**src/rtl/hazard_stall_unit_pkg.sv**
```systemverilog
// Shared types and constants for the pipeline interlock controller.
// Scoreboard slots pair a valid bit with the destination register index.
package hazard_stall_unit_pkg;

  localparam int REG_W = 5;

  typedef struct packed {
    logic             valid;
    logic [REG_W-1:0] rd;
  } sb_slot_t;

  // All-zero control word, i.e. the NOP bubble as seen by the scoreboard
  localparam sb_slot_t NOP_SLOT = '{valid: 1'b0, rd: {REG_W{1'b0}}};

  // r0 is hard-wired zero, so it never creates a dependence
  function automatic logic reg_hit(input logic used, input logic [REG_W-1:0] src,
                                   input sb_slot_t slot);
    return used && slot.valid && (src == slot.rd) && (src != {REG_W{1'b0}});
  endfunction

endpackage

```
**src/rtl/hazard_stall_unit_scoreboard.sv**
```systemverilog
// Shift register of in-flight destination registers (slot 1 = EX .. DEPTH = WB)
// plus the source-operand compare that flags a read-after-write hazard.
module hazard_stall_unit_scoreboard
  import hazard_stall_unit_pkg::*;
#(
  parameter int DEPTH     = 3,
  parameter bit RF_BYPASS = 1'b0
) (
  input  logic             clk_i,
  input  logic             rst_ni,
  input  logic             shift_en_i,
  input  logic             issue_valid_i,
  input  logic [REG_W-1:0] a_reg_i,
  input  logic [REG_W-1:0] b_reg_i,
  input  logic             a_used_i,
  input  logic             b_used_i,
  input  logic             ins_valid_i,
  input  logic [REG_W-1:0] ins_reg_i,
  output logic             hazard_o
);

  // With a bypassing register file the WB slot is already visible on read
  localparam int WINDOW = RF_BYPASS ? DEPTH - 1 : DEPTH;

  sb_slot_t slot_q [DEPTH];
  sb_slot_t slot_d [DEPTH];
  logic     hit_s;

  // Next slot contents: shift one stage towards WB unless the pipe is frozen
  always_comb begin
    slot_d = slot_q;
    if (shift_en_i) begin
      if (ins_valid_i && (ins_reg_i != {REG_W{1'b0}})) begin
        slot_d[0] = '{valid: 1'b1, rd: ins_reg_i};
      end else begin
        slot_d[0] = NOP_SLOT;
      end
      for (int k = 1; k < DEPTH; k++) begin
        slot_d[k] = slot_q[k-1];
      end
    end else begin
      slot_d = slot_q;
    end
  end

  // Hazard compare across the slots that the register file cannot cover
  always_comb begin
    hit_s = 1'b0;
    for (int k = 0; k < WINDOW; k++) begin
      hit_s = hit_s | reg_hit(a_used_i, a_reg_i, slot_q[k])
                    | reg_hit(b_used_i, b_reg_i, slot_q[k]);
    end
    hazard_o = issue_valid_i && hit_s;
  end

  // Slot storage
  always_ff @(posedge clk_i or negedge rst_ni) begin
    if (!rst_ni) begin
      for (int k = 0; k < DEPTH; k++) begin
        slot_q[k] <= NOP_SLOT;
      end
    end else begin
      slot_q <= slot_d;
    end
  end

endmodule

```
**src/rtl/hazard_stall_unit.sv**
```systemverilog
// Interlock controller for a forwarding-less 5-stage pipeline: RAW stalls with
// bubble injection, bus wait-state freeze with watchdog, and a stall counter.
module hazard_stall_unit
  import hazard_stall_unit_pkg::*;
#(
  parameter int DEPTH     = 3,
  parameter bit RF_BYPASS = 1'b0,
  parameter int CNT_W     = 16,
  parameter int TIMEOUT   = 255
) (
  input  logic             clk,
  input  logic             rst,
  input  logic             issue_valid,
  input  logic [REG_W-1:0] a_reg,
  input  logic [REG_W-1:0] b_reg,
  input  logic             a_used,
  input  logic             b_used,
  input  logic             wb_en,
  input  logic [REG_W-1:0] wb_reg,
  input  logic             mem_wait,
  input  logic             count_clr,
  output logic             stall,
  output logic             bubble,
  output logic             freeze,
  output logic             bus_err,
  output logic [CNT_W-1:0] stall_count
);

  localparam int WD_W = (TIMEOUT < 1) ? 1 : $clog2(TIMEOUT + 1);

  logic             hazard_s;
  logic             freeze_s;
  logic             stall_s;
  logic             ins_valid_s;
  logic [WD_W-1:0]  wait_q, wait_d;
  logic             bus_err_q, bus_err_d;
  logic [CNT_W-1:0] cnt_q, cnt_d;

  hazard_stall_unit_scoreboard #(
    .DEPTH     (DEPTH),
    .RF_BYPASS (RF_BYPASS)
  ) u_scoreboard (
    .clk_i         (clk),
    .rst_ni        (rst),
    .shift_en_i    (!freeze_s),
    .issue_valid_i (issue_valid),
    .a_reg_i       (a_reg),
    .b_reg_i       (b_reg),
    .a_used_i      (a_used),
    .b_used_i      (b_used),
    .ins_valid_i   (ins_valid_s),
    .ins_reg_i     (wb_reg),
    .hazard_o      (hazard_s)
  );

  // Freeze dominates a stall: while frozen nothing advances, so no bubble
  always_comb begin
    freeze_s    = mem_wait && !bus_err_q;
    stall_s     = hazard_s && !freeze_s;
    ins_valid_s = issue_valid && !stall_s && wb_en;
  end

  // Watchdog on consecutive wait states; the error releases the freeze
  always_comb begin
    wait_d    = wait_q;
    bus_err_d = bus_err_q;
    if (!mem_wait) begin
      wait_d = {WD_W{1'b0}};
    end else if (!bus_err_q) begin
      if (wait_q == WD_W'(TIMEOUT)) begin
        bus_err_d = 1'b1;
      end else begin
        wait_d = wait_q + WD_W'(1);
      end
    end else begin
      wait_d = wait_q;
    end
  end

  // Saturating stall counter, clear has priority over increment
  always_comb begin
    cnt_d = cnt_q;
    if (count_clr) begin
      cnt_d = {CNT_W{1'b0}};
    end else if (stall_s && (cnt_q != {CNT_W{1'b1}})) begin
      cnt_d = cnt_q + CNT_W'(1);
    end else begin
      cnt_d = cnt_q;
    end
  end

  // State registers
  always_ff @(posedge clk or negedge rst) begin
    if (!rst) begin
      wait_q    <= {WD_W{1'b0}};
      bus_err_q <= 1'b0;
      cnt_q     <= {CNT_W{1'b0}};
    end else begin
      wait_q    <= wait_d;
      bus_err_q <= bus_err_d;
      cnt_q     <= cnt_d;
    end
  end

  assign stall       = stall_s;
  assign bubble      = stall_s;
  assign freeze      = freeze_s;
  assign bus_err     = bus_err_q;
  assign stall_count = cnt_q;

endmodule

```
**config.mk**
```make
export PLATFORM = sky130hd
export DESIGN_NAME = hazard_stall_unit
export DESIGN_NICKNAME = d
export VERILOG_FILES = /design/src/rtl/hazard_stall_unit_pkg.sv /design/src/rtl/hazard_stall_unit_scoreboard.sv /design/src/rtl/hazard_stall_unit.sv
export SDC_FILE = /design/constraint.sdc
export NUM_CORES = 1
export LEC_CHECK = 0
export CORE_MARGIN = 2
export CORE_UTILIZATION = 47
export DETAILED_ROUTE_END_ITERATION = 12
export GPL_TIMING_DRIVEN = 1
export PLACE_DENSITY = 0.75
export SLEW_MARGIN = 5
export SYNTH_ARGS = -nofsm -noshare
export SYNTH_HDL_FRONTEND = slang
export SYNTH_SLANG_ARGS = --single-unit
```
**constraint.sdc**
```tcl
create_clock -name clk -period 2 [get_ports clk]
set_clock_uncertainty 0.15 [all_clocks]
set_input_delay 0.4 -clock clk [delete_from_list [all_inputs] [get_ports clk]]
set_output_delay 0.4 -clock clk [all_outputs]
set_load 0.02 [all_outputs]
```
[Yosys cells after proc, flatten, opt, wreduce, memory -nomap -nowiden]
Cells that the tools add are included.
Storage, ports and cells
  input port bits: 23
  register bits after elaboration: 43
  logic and storage cells: 67
Cells by class
  reduce and logical (&&, ||, !) cells: 33
  add/subtract/negate cells: 2
  bitwise logic cells: 5
  multiplexer cells: 8
  equality and inequality tests: 10
Operator list (count)
  $mux W16: 2
  $eq A5 B5 Y1: 6
  $logic_and A1 B1 Y1: 25
  $mux W8: 3
  $add A16 B1 Y16 const B: 1
  $ne A16 B16 Y1 const B: 1
  $reduce_bool A5 Y1: 3
  $add A8 B1 Y8 const B: 1
  $eq A8 B8 Y1 const B: 1
  $mux W6: 1
  $or A1 B1 Y1: 5
  $ne A2 B2 Y1 const B: 2
  $logic_not A1 Y1: 3
  $mux W1: 2
  $reduce_and A2 Y1: 1
  $reduce_bool A2 Y1: 1

[Logic depth before layout (Yosys ltp)]
Gate-level depths: netlist of the first run.
  depth after elaboration: 15
  mapped depth: 8

[Modules after synthesis]
A second synthesis of the first run with hierarchy kept.
Second synthesis, totals
  cells, all modules: 258
  area, all modules: 2570.0 µm²
By module, submodules not included
  hazard_stall_unit: cells an instance 157, instances 1, seq. area each 625.6 µm², area each 1497.7 µm²
  hazard_stall_unit_scoreboard: cells an instance 101, instances 1, seq. area each 450.4 µm², area each 1072.3 µm²

[Worst setup path before layout of the first run]
OpenSTA, ideal clock, no wires.
  kind: flip-flop to output port
  from: register u_scoreboard.slot_q[15] in the netlist's numbering
  to: output port stall
  arrival time: 1.900 ns
  setup slack: -0.450 ns
  cell stages (with the launch flop): 9
  buffers on the path: 2
  cell sequence: dfrtp_1 xor2_1 nor4_1 nand3_1 a31oi_1 buf_4 nor2_1 nor2_1 buf_4
On the way
  cells in the longest elaborated chain, start to end: 10
  elaborated cells between the ends (all ways): 13
RTL lines
  from (decl): line hazard_stall_unit_scoreboard.sv:25  | sb_slot_t slot_q [DEPTH];
  from (signal assigned): line hazard_stall_unit_scoreboard.sv:63  | slot_q <= slot_d;
  $eq A5 B5 Y1: line hazard_stall_unit_pkg.sv:18  | return used && slot.valid && (src == slot.rd) && (src != {REG_W{1'b0}});
  $logic_and A1 B1 Y1 (2 in a row): line hazard_stall_unit_pkg.sv:18
  $or A1 B1 Y1 *: line hazard_stall_unit_scoreboard.sv:51  | | reg_hit(b_used_i, b_reg_i, slot_q[k]);
  $or A1 B1 Y1 *: line hazard_stall_unit_scoreboard.sv:50  | hit_s = hit_s | reg_hit(a_used_i, a_reg_i, slot_q[k])
  $or A1 B1 Y1 *: line hazard_stall_unit_scoreboard.sv:51
  $or A1 B1 Y1 *: line hazard_stall_unit_scoreboard.sv:50
  $or A1 B1 Y1 *: line hazard_stall_unit_scoreboard.sv:51
  $logic_and A1 B1 Y1 *: line hazard_stall_unit_scoreboard.sv:53  | hazard_o = issue_valid_i && hit_s;
  $logic_and A1 B1 Y1 *: line hazard_stall_unit.sv:59  | stall_s = hazard_s && !freeze_s;
  to (decl): line hazard_stall_unit.sv:22  | output logic stall,
Every way passes the cells marked *; elsewhere a longest branch is shown, timed or not.

[Worst setup path in the final report of the first run]
  from: register u_scoreboard.slot_q[0] in the netlist's numbering
  to: output port bubble
On the way
  cells in the longest elaborated chain, start to end: 7
  elaborated cells between the ends (all ways): 10
RTL lines
  $eq A5 B5 Y1: line hazard_stall_unit_pkg.sv:18
  $logic_and A1 B1 Y1 (2 in a row): line hazard_stall_unit_pkg.sv:18
  $or A1 B1 Y1: line hazard_stall_unit_scoreboard.sv:50
  $or A1 B1 Y1 *: line hazard_stall_unit_scoreboard.sv:51
  $logic_and A1 B1 Y1 *: line hazard_stall_unit_scoreboard.sv:53
  $logic_and A1 B1 Y1 *: line hazard_stall_unit.sv:59
  to (decl): line hazard_stall_unit.sv:23  | output logic bubble,
Marked as above.

==> results.md, run 1 <==
* Leak Pwr at ~1.7 nW
* Max Slew Vio Count at 0
* Tmin final at 2.484 ns
* Final Hold Vio Count at 3
* Max clock buf depth at 2
* Starting Density at 0.4800
* Mean Syn Cell Area at approximately 11 sq um
* Die area at 5705 sq um
* Largest net degree at the start of global routing at 32
* Share of the synthesized area in the top cell type at 0.4475
* Critical path data required time at between 1 and 1.5 ns
* Hold Slack at -0.0002426 ns
* WS Path Type: flip-flop to output port
* DRT Pass-1 Iters at 4
* Layout Cell Area excl Fill at between 3000 and 4000 sq um
* Worst hold path class: primary input to async pin
* Synth cell types at 40
* Post-CTS Hold Fix Bufs at 0
* Post-Synth Simple-Gate Area at 0.1826
* Largest family of logic cells by synthesized area: simple AND/OR/NAND/NOR gates
* Via count at ~2100
* Synthesis Warnings at 0
* Global Route Usage Sum at 0.2354
* Fmax at slightly above 400 MHz
* Most frequent cells in the layout: buf_4 (52), dfrtp_1 (40), xor2_1 (37)
* Skew-Pair Late Insertion Delay at ~0.3 ns
* Root Buffer: clkbuf_8
* Syn Nets at approximately 250
* Post-DP Area at 3268 sq um
* Placer Congestion at about 0.88
* Most used flip-flop cell after synthesis: dfrtp_1
* GR Overflow Total at 0
* Clk slew on worst S/H paths at ~0.090 ns
* Asr flop ratio synth at 1.000
* Failing checks: negative hold slack, negative setup slack
* Initial antenna violation count at 0
* Antenna viol nets, final at 0
* Worst Setup Start Kind: flip-flop
* Core region area at ~5000 sq um
* Chip width at 75.53 um
* Yosys reg bits at 43
* PortBufs at 42
* WP data arrival at 1.93 ns
* RSZ-0062 raised after global routing: yes
* Initial drt markers at between 50 and 60
* Total power at about 0.0018 W
* Mux cell area share after synthesis at 0.06920
* Avg WL per Cell at between 15 and 20 um
* Hpwl dp at around 4300 um
* Sequential area share after synthesis at 0.4475
* Pwr Density at roughly 510 nW/um^2
* TritonCTS Buffers at 5
* Status: complete, but fails checks
* Htree depth at 2
* Worst vdd ir at roughly 0.47 mV
* R2R Setup Slk at -0.43 ns
* # IOs at 43
* Compound-Gate Fraction of Synth Area at 0.1004
* Slew @ Worst Pin at roughly 0.74 ns
* Die H at between 70 and 80 um
* Final Core Density at 0.7235
* Final worst slack at -0.4844 ns
* Post-synthesis cell count at 226
* Slew HR at 0.5070
* Via-to-Cell Ratio at roughly 5.3
* Routed WL at around 6300 um
* Vias in the first global route at 2198
* R2R depth at 9
* CTS tree: yes
* Clock Sinks at 43
* ANT cells at 0
* Xor and xnor fraction of the mapped netlist area at 0.1639
* Leading cell type in the layout, fill and taps excluded: buf_4
* Adder-cell share of the synthesized area at 0.01041
* Crit path capture type: output port
* Max Cap Viol at 0
* DRC viols at 0
* Fin Setup TNS at -7.995 ns
* Max FO, Critical Path at 3
* First-pass GRT wire length at between 10000 and 15000 um
* Core Rows at 26
* Area leader, netlist: dfrtp_1
* Filler cells at approximately 380
* Final Cycle Share at 1.242
* Share of layout cells above drive strength 1 at 0.3727
* Top post-synthesis cells by area: dfrtp_1 (45%), xor2_1 (13%), mux2_2 (4.2%), nor2_1 (3.7%), xnor2_1 (2.9%)
* Area delta synth->final at 50.73%
* Final setup violation count at 24
* Nets at 354
* EDFF count, synth at 0
* Syn Std Cell Area at 2405 sq um
==> kinds of logic after synthesis <==
logic type | after synthesis
XOR/XNOR | 45
buffers and inverters | 9
multiplexers | 15
flip-flops | 43
adder cells (fa/ha/maj) | 2
AND/OR/NAND/NOR | 78
AO/OA/AOI/OAI | 34
==> Yosys cell counts (all sizes together) (3+ instances only) <==
master,instances
dfrtp,43
xor2,37
nor2,24
nand2,14
mux2,13
o21ai,10
nand3,9
nor4,8
xnor2,8
and3,6
a21oi,5
a22o,5
or4,5
a31oi,4
buf,4
o211ai,4
and2,3
clkbuf,3
o2111ai,3
or3,3
==> worst max-delay path, cell delays in order, from the launching register on <==
cell	delay [ns]
dfrtp_1	0.43
xor2_1	0.16
nor4_1	0.31
nand3_1	0.12
a31oi_1	0.20
buf_4	0.16
nor2_4	0.04
nor2_4	0.11
buf_6	0.13
==> area by class of cell <==
type | count | area, sq um | share of cell area
tap | 70 | 87.58 | 0.02416
multi-input combinational | 174 | 1415 | 0.3904
clock inverter | 2 | 16.27 | 0.004487
sequential | 43 | 1080 | 0.2979
inverter | 2 | 7.507 | 0.002071
timing repair buffer | 103 | 935.9 | 0.2582
clock buffer | 6 | 82.58 | 0.02278
==> sequential cells by signal, summed over array words and instances, names as in the netlist <==
register,count
u_scoreboard.slot_q,18
bus_err,1
stall_count,16
wait_q,8
==> stage by stage <==
step                      std cells  setup WS, ns
after global placement          379        -1.107
final                           400       -0.4844
after global routing            400       -0.5783
after floorplan                 226       -0.2304
after CTS                       398       -0.5136
after detailed placement        379        -1.159
==> what timing repair did <==
action | in CTS | in global routing
gates resized for setup | 55 | 18
setup buffers | 10 | 3
pin swaps | 21 | 14
setup endpoints to repair | 26 | 30
cloned | 1 | 0
==> final timing paths <==
check,from,to
setup / recovery,u_scoreboard.slot_q[0],bubble
hold / removal,rst,stall_count[4]
setup reg to reg,u_scoreboard.slot_q[0],stall_count[5]
hold reg to reg,wait_q[4],wait_q[4]
max in group asynchronous,rst,wait_q[4]
min in group clk,wait_q[4],wait_q[4]
==> layer usage <==
metal / wire (um) / track usage / up-vias
met3: 195 / 0.04762 / 11
met2: 3214 / 0.3932 / 50
met5: 0 / 0 / -
met4: 133 / 0.1092 / 0
li1: - / - / 1013
met1: 2760 / 0.2934 / 1055
==> power breakdown <==
part	leakage [nW]	total [W]	internal (W)	switching [W]
clock network	0.0474	0.000597	0.000282	0.000315
logic	1.09	0.000305	0.000163	0.000142
registers	0.584	0.000943	0.000904	0.0000391
total	1.72	0.00185	0.00135	0.000496
Power figures use the tool's default switching activity.
==> run 2: changes to the inputs <==
--- a/config.mk
+++ b/config.mk
@@ -10,6 +10,7 @@
 export DETAILED_ROUTE_END_ITERATION = 12
 export GPL_TIMING_DRIVEN = 1
 export PLACE_DENSITY = 0.75
+export SKIP_LAST_GASP = 1
 export SLEW_MARGIN = 5
 export SYNTH_ARGS = -nofsm -noshare
 export SYNTH_HDL_FRONTEND = slang
==> run 2 against run 1 <==
Against the previous run:
- the run ends with negative setup slack left
- hold slack improved by 0.0016 ns
- clock power about the same
- clock-buffer cell count unchanged
- total power increased by 0.27%
- largest power group unchanged
==> results.md, run 2 (same netlist as run 1, synthesis figures left out) <==
* ANT cells at 0
* Final Cycle Share at 1.245
* Tmin final at around 2.5 ns
* Total power at ~0.0019 W
* Biggest register: u_scoreboard.slot_q
* Max Slew Vio Count at 0
* Max Cap Viol at 0
* Hpwl dp at roughly 4300 um
* Register area at 1080 sq um
* Worst vdd ir at about 0.47 mV
* Final Hold Vio Count at 0
* Nets at approximately 350
* Slew @ Worst Pin at between 0.7 and 0.8 ns
* Crit path capture type: output port
* Starting Density at 0.4800
* Max FO, Critical Path at 3
* DRC viols at 0
* Skew-Pair Late Insertion Delay at 0.30 ns
* Via count at 2152
* PortBufs at 42
* Final worst slack at -0.4893 ns
* RSZ-0062 raised after global routing: yes
* Root Buffer: clkbuf_8
* Largest net degree at the start of global routing at 32
* Placer Congestion at between 0.8 and 0.9
* Final Core Density at 0.7233
* GR Overflow Total at 0
* CTS tree: yes
* Footprint of the multi-input gates at between 1000 and 1500 sq um
* First-pass GRT wire length at approximately 10000 um
* Crit-path cells: xor2_1, nor4_1, nand3_1, a31oi_1, buf_4, nor2_4, nor2_4, buf_6
* Leading cell type in the layout, fill and taps excluded: buf_4
* Most frequent cells in the layout: buf_4 (52), dfrtp_1 (40), xor2_1 (36)
* WS Path Type: flip-flop to output port
* Clock Sinks at 43
* Via-to-Cell Ratio at ~5.4
* Leak Pwr at roughly 1.7 nW
* Die H at around 76 um
* # IOs at 43
* Crit-path slowest cell: dfrtp_1
* Max clock buf depth at 2
* CP most frequent cell: nor2_4
* Layout Cells excl Fill at 400
* Global Route Usage Sum at 0.2360
* CP peak stage delay at between 0.4 and 0.5 ns
* Routed WL at ~6500 um
* TritonCTS Buffers at 5
* Fin Setup TNS at -8.460 ns
* Failing checks: negative setup slack
* Final setup violation count at 24
* Chip width at around 76 um
* Die area at 5705 sq um
* Avg WL per Cell at around 16 um
* Worst Setup Start Kind: flip-flop
* Post-CTS Hold Fix Bufs at 0
* Core Rows at 26
* CP top delay family: simple AND/OR/NAND/NOR gates
* Fmax at 401.7 MHz
* Antenna viol nets, final at 0
* Slew HR at 0.5024
* Htree depth at 2
* Status: complete, but fails checks
* Vias in the first global route at roughly 2200
* Buf+Inv Stages, Crit Path at 2
* Hold Slack at approximately 0.0014 ns
* Share of layout cells above drive strength 1 at 0.3818
* Worst hold path class: primary input to async pin
* Clk slew on worst S/H paths at ~0.090 ns
* WP data arrival at between 1.5 and 2 ns
* Placed cell count at roughly 380
* Core region area at 5010 sq um
* Max reg flops at 18
* Pwr Density at just over 500 nW/um^2
* DRT Pass-1 Iters at 4
* Initial drt markers at 82
* Critical path data required time at 1.45 ns
* Filler cells at around 380
* Area delta synth->final at 50.68%
* Initial antenna violation count at 0
run 2: cell types whose count changed in the layout (fill, tap and decap cells not counted), sizes merged:
cell,change
clkbuf,+2
dlygate4sd2,-2
buf,+1
clkdlybuf4s15,-1
run 2: stage by stage:
stage | worst slack, ns | area [sq um]
floorplan | -0.2304 | 2467
global placement | -1.107 | 3268
detailed placement | -1.159 | 3268
CTS | -0.5136 | 3545
global route | -0.5789 | 3623
finish | -0.4893 | 3623
run 2: routing by layer:
layer	track usage	share of wire	up-vias
met4	0.1072	0.030	0
li1	-	-	1014
met3	0.04762	0.030	15
met5	0	0	-
met2	0.3913	0.51	54
met1	0.2976	0.43	1069
run 2: repair_timing:
item / CTS / global route
pin swaps: 21 / 16
setup endpoints to repair: 26 / 30
resized for setup: 54 / 26
buffers inserted: 10 / 3
gates cloned: 1 / 0
run 2: cell type report:
class / count / area share
timing repair buffer: 103 / 0.2545
tap: 70 / 0.02417
multi-input combinational: 174 / 0.3940
inverter: 2 / 0.002072
clock buffer: 6 / 0.02279
clock inverter: 2 / 0.004489
sequential: 43 / 0.2980
run 2: path summary, 6_finish.rpt:
kind                                             start         endpoint  slack, ns  cells past startpoint
min in group clk                             wait_q[4]        wait_q[4]       0.40                      2
worst max-delay path            u_scoreboard.slot_q[0]           bubble      -0.49                      8
worst min-delay path                               rst   stall_count[4]      0.001                      1
worst min register to register               wait_q[4]        wait_q[4]       0.40                      2
max in group asynchronous                          rst        wait_q[4]       1.07                      2
worst max register to register  u_scoreboard.slot_q[0]  stall_count[10]      -0.43                      9
run 2: power by group:
| part | internal [W] | leakage [nW] | switching, W |
|---|---|---|---|
| registers | 0.000904 | 0.584 | 0.0000399 |
| logic | 0.000162 | 1.09 | 0.000145 |
| clock network | 0.000282 | 0.0474 | 0.000318 |
==> run 3: changes to the inputs <==
--- a/config.mk
+++ b/config.mk
@@ -11,7 +11,7 @@
 export GPL_TIMING_DRIVEN = 1
 export PLACE_DENSITY = 0.75
 export SKIP_LAST_GASP = 1
-export SLEW_MARGIN = 5
+export SLEW_MARGIN = 20
 export SYNTH_ARGS = -nofsm -noshare
 export SYNTH_HDL_FRONTEND = slang
 export SYNTH_SLANG_ARGS = --single-unit
==> results of run 3 <==
Same layout as run 2: the final DEF is identical, and so are final timing and power.
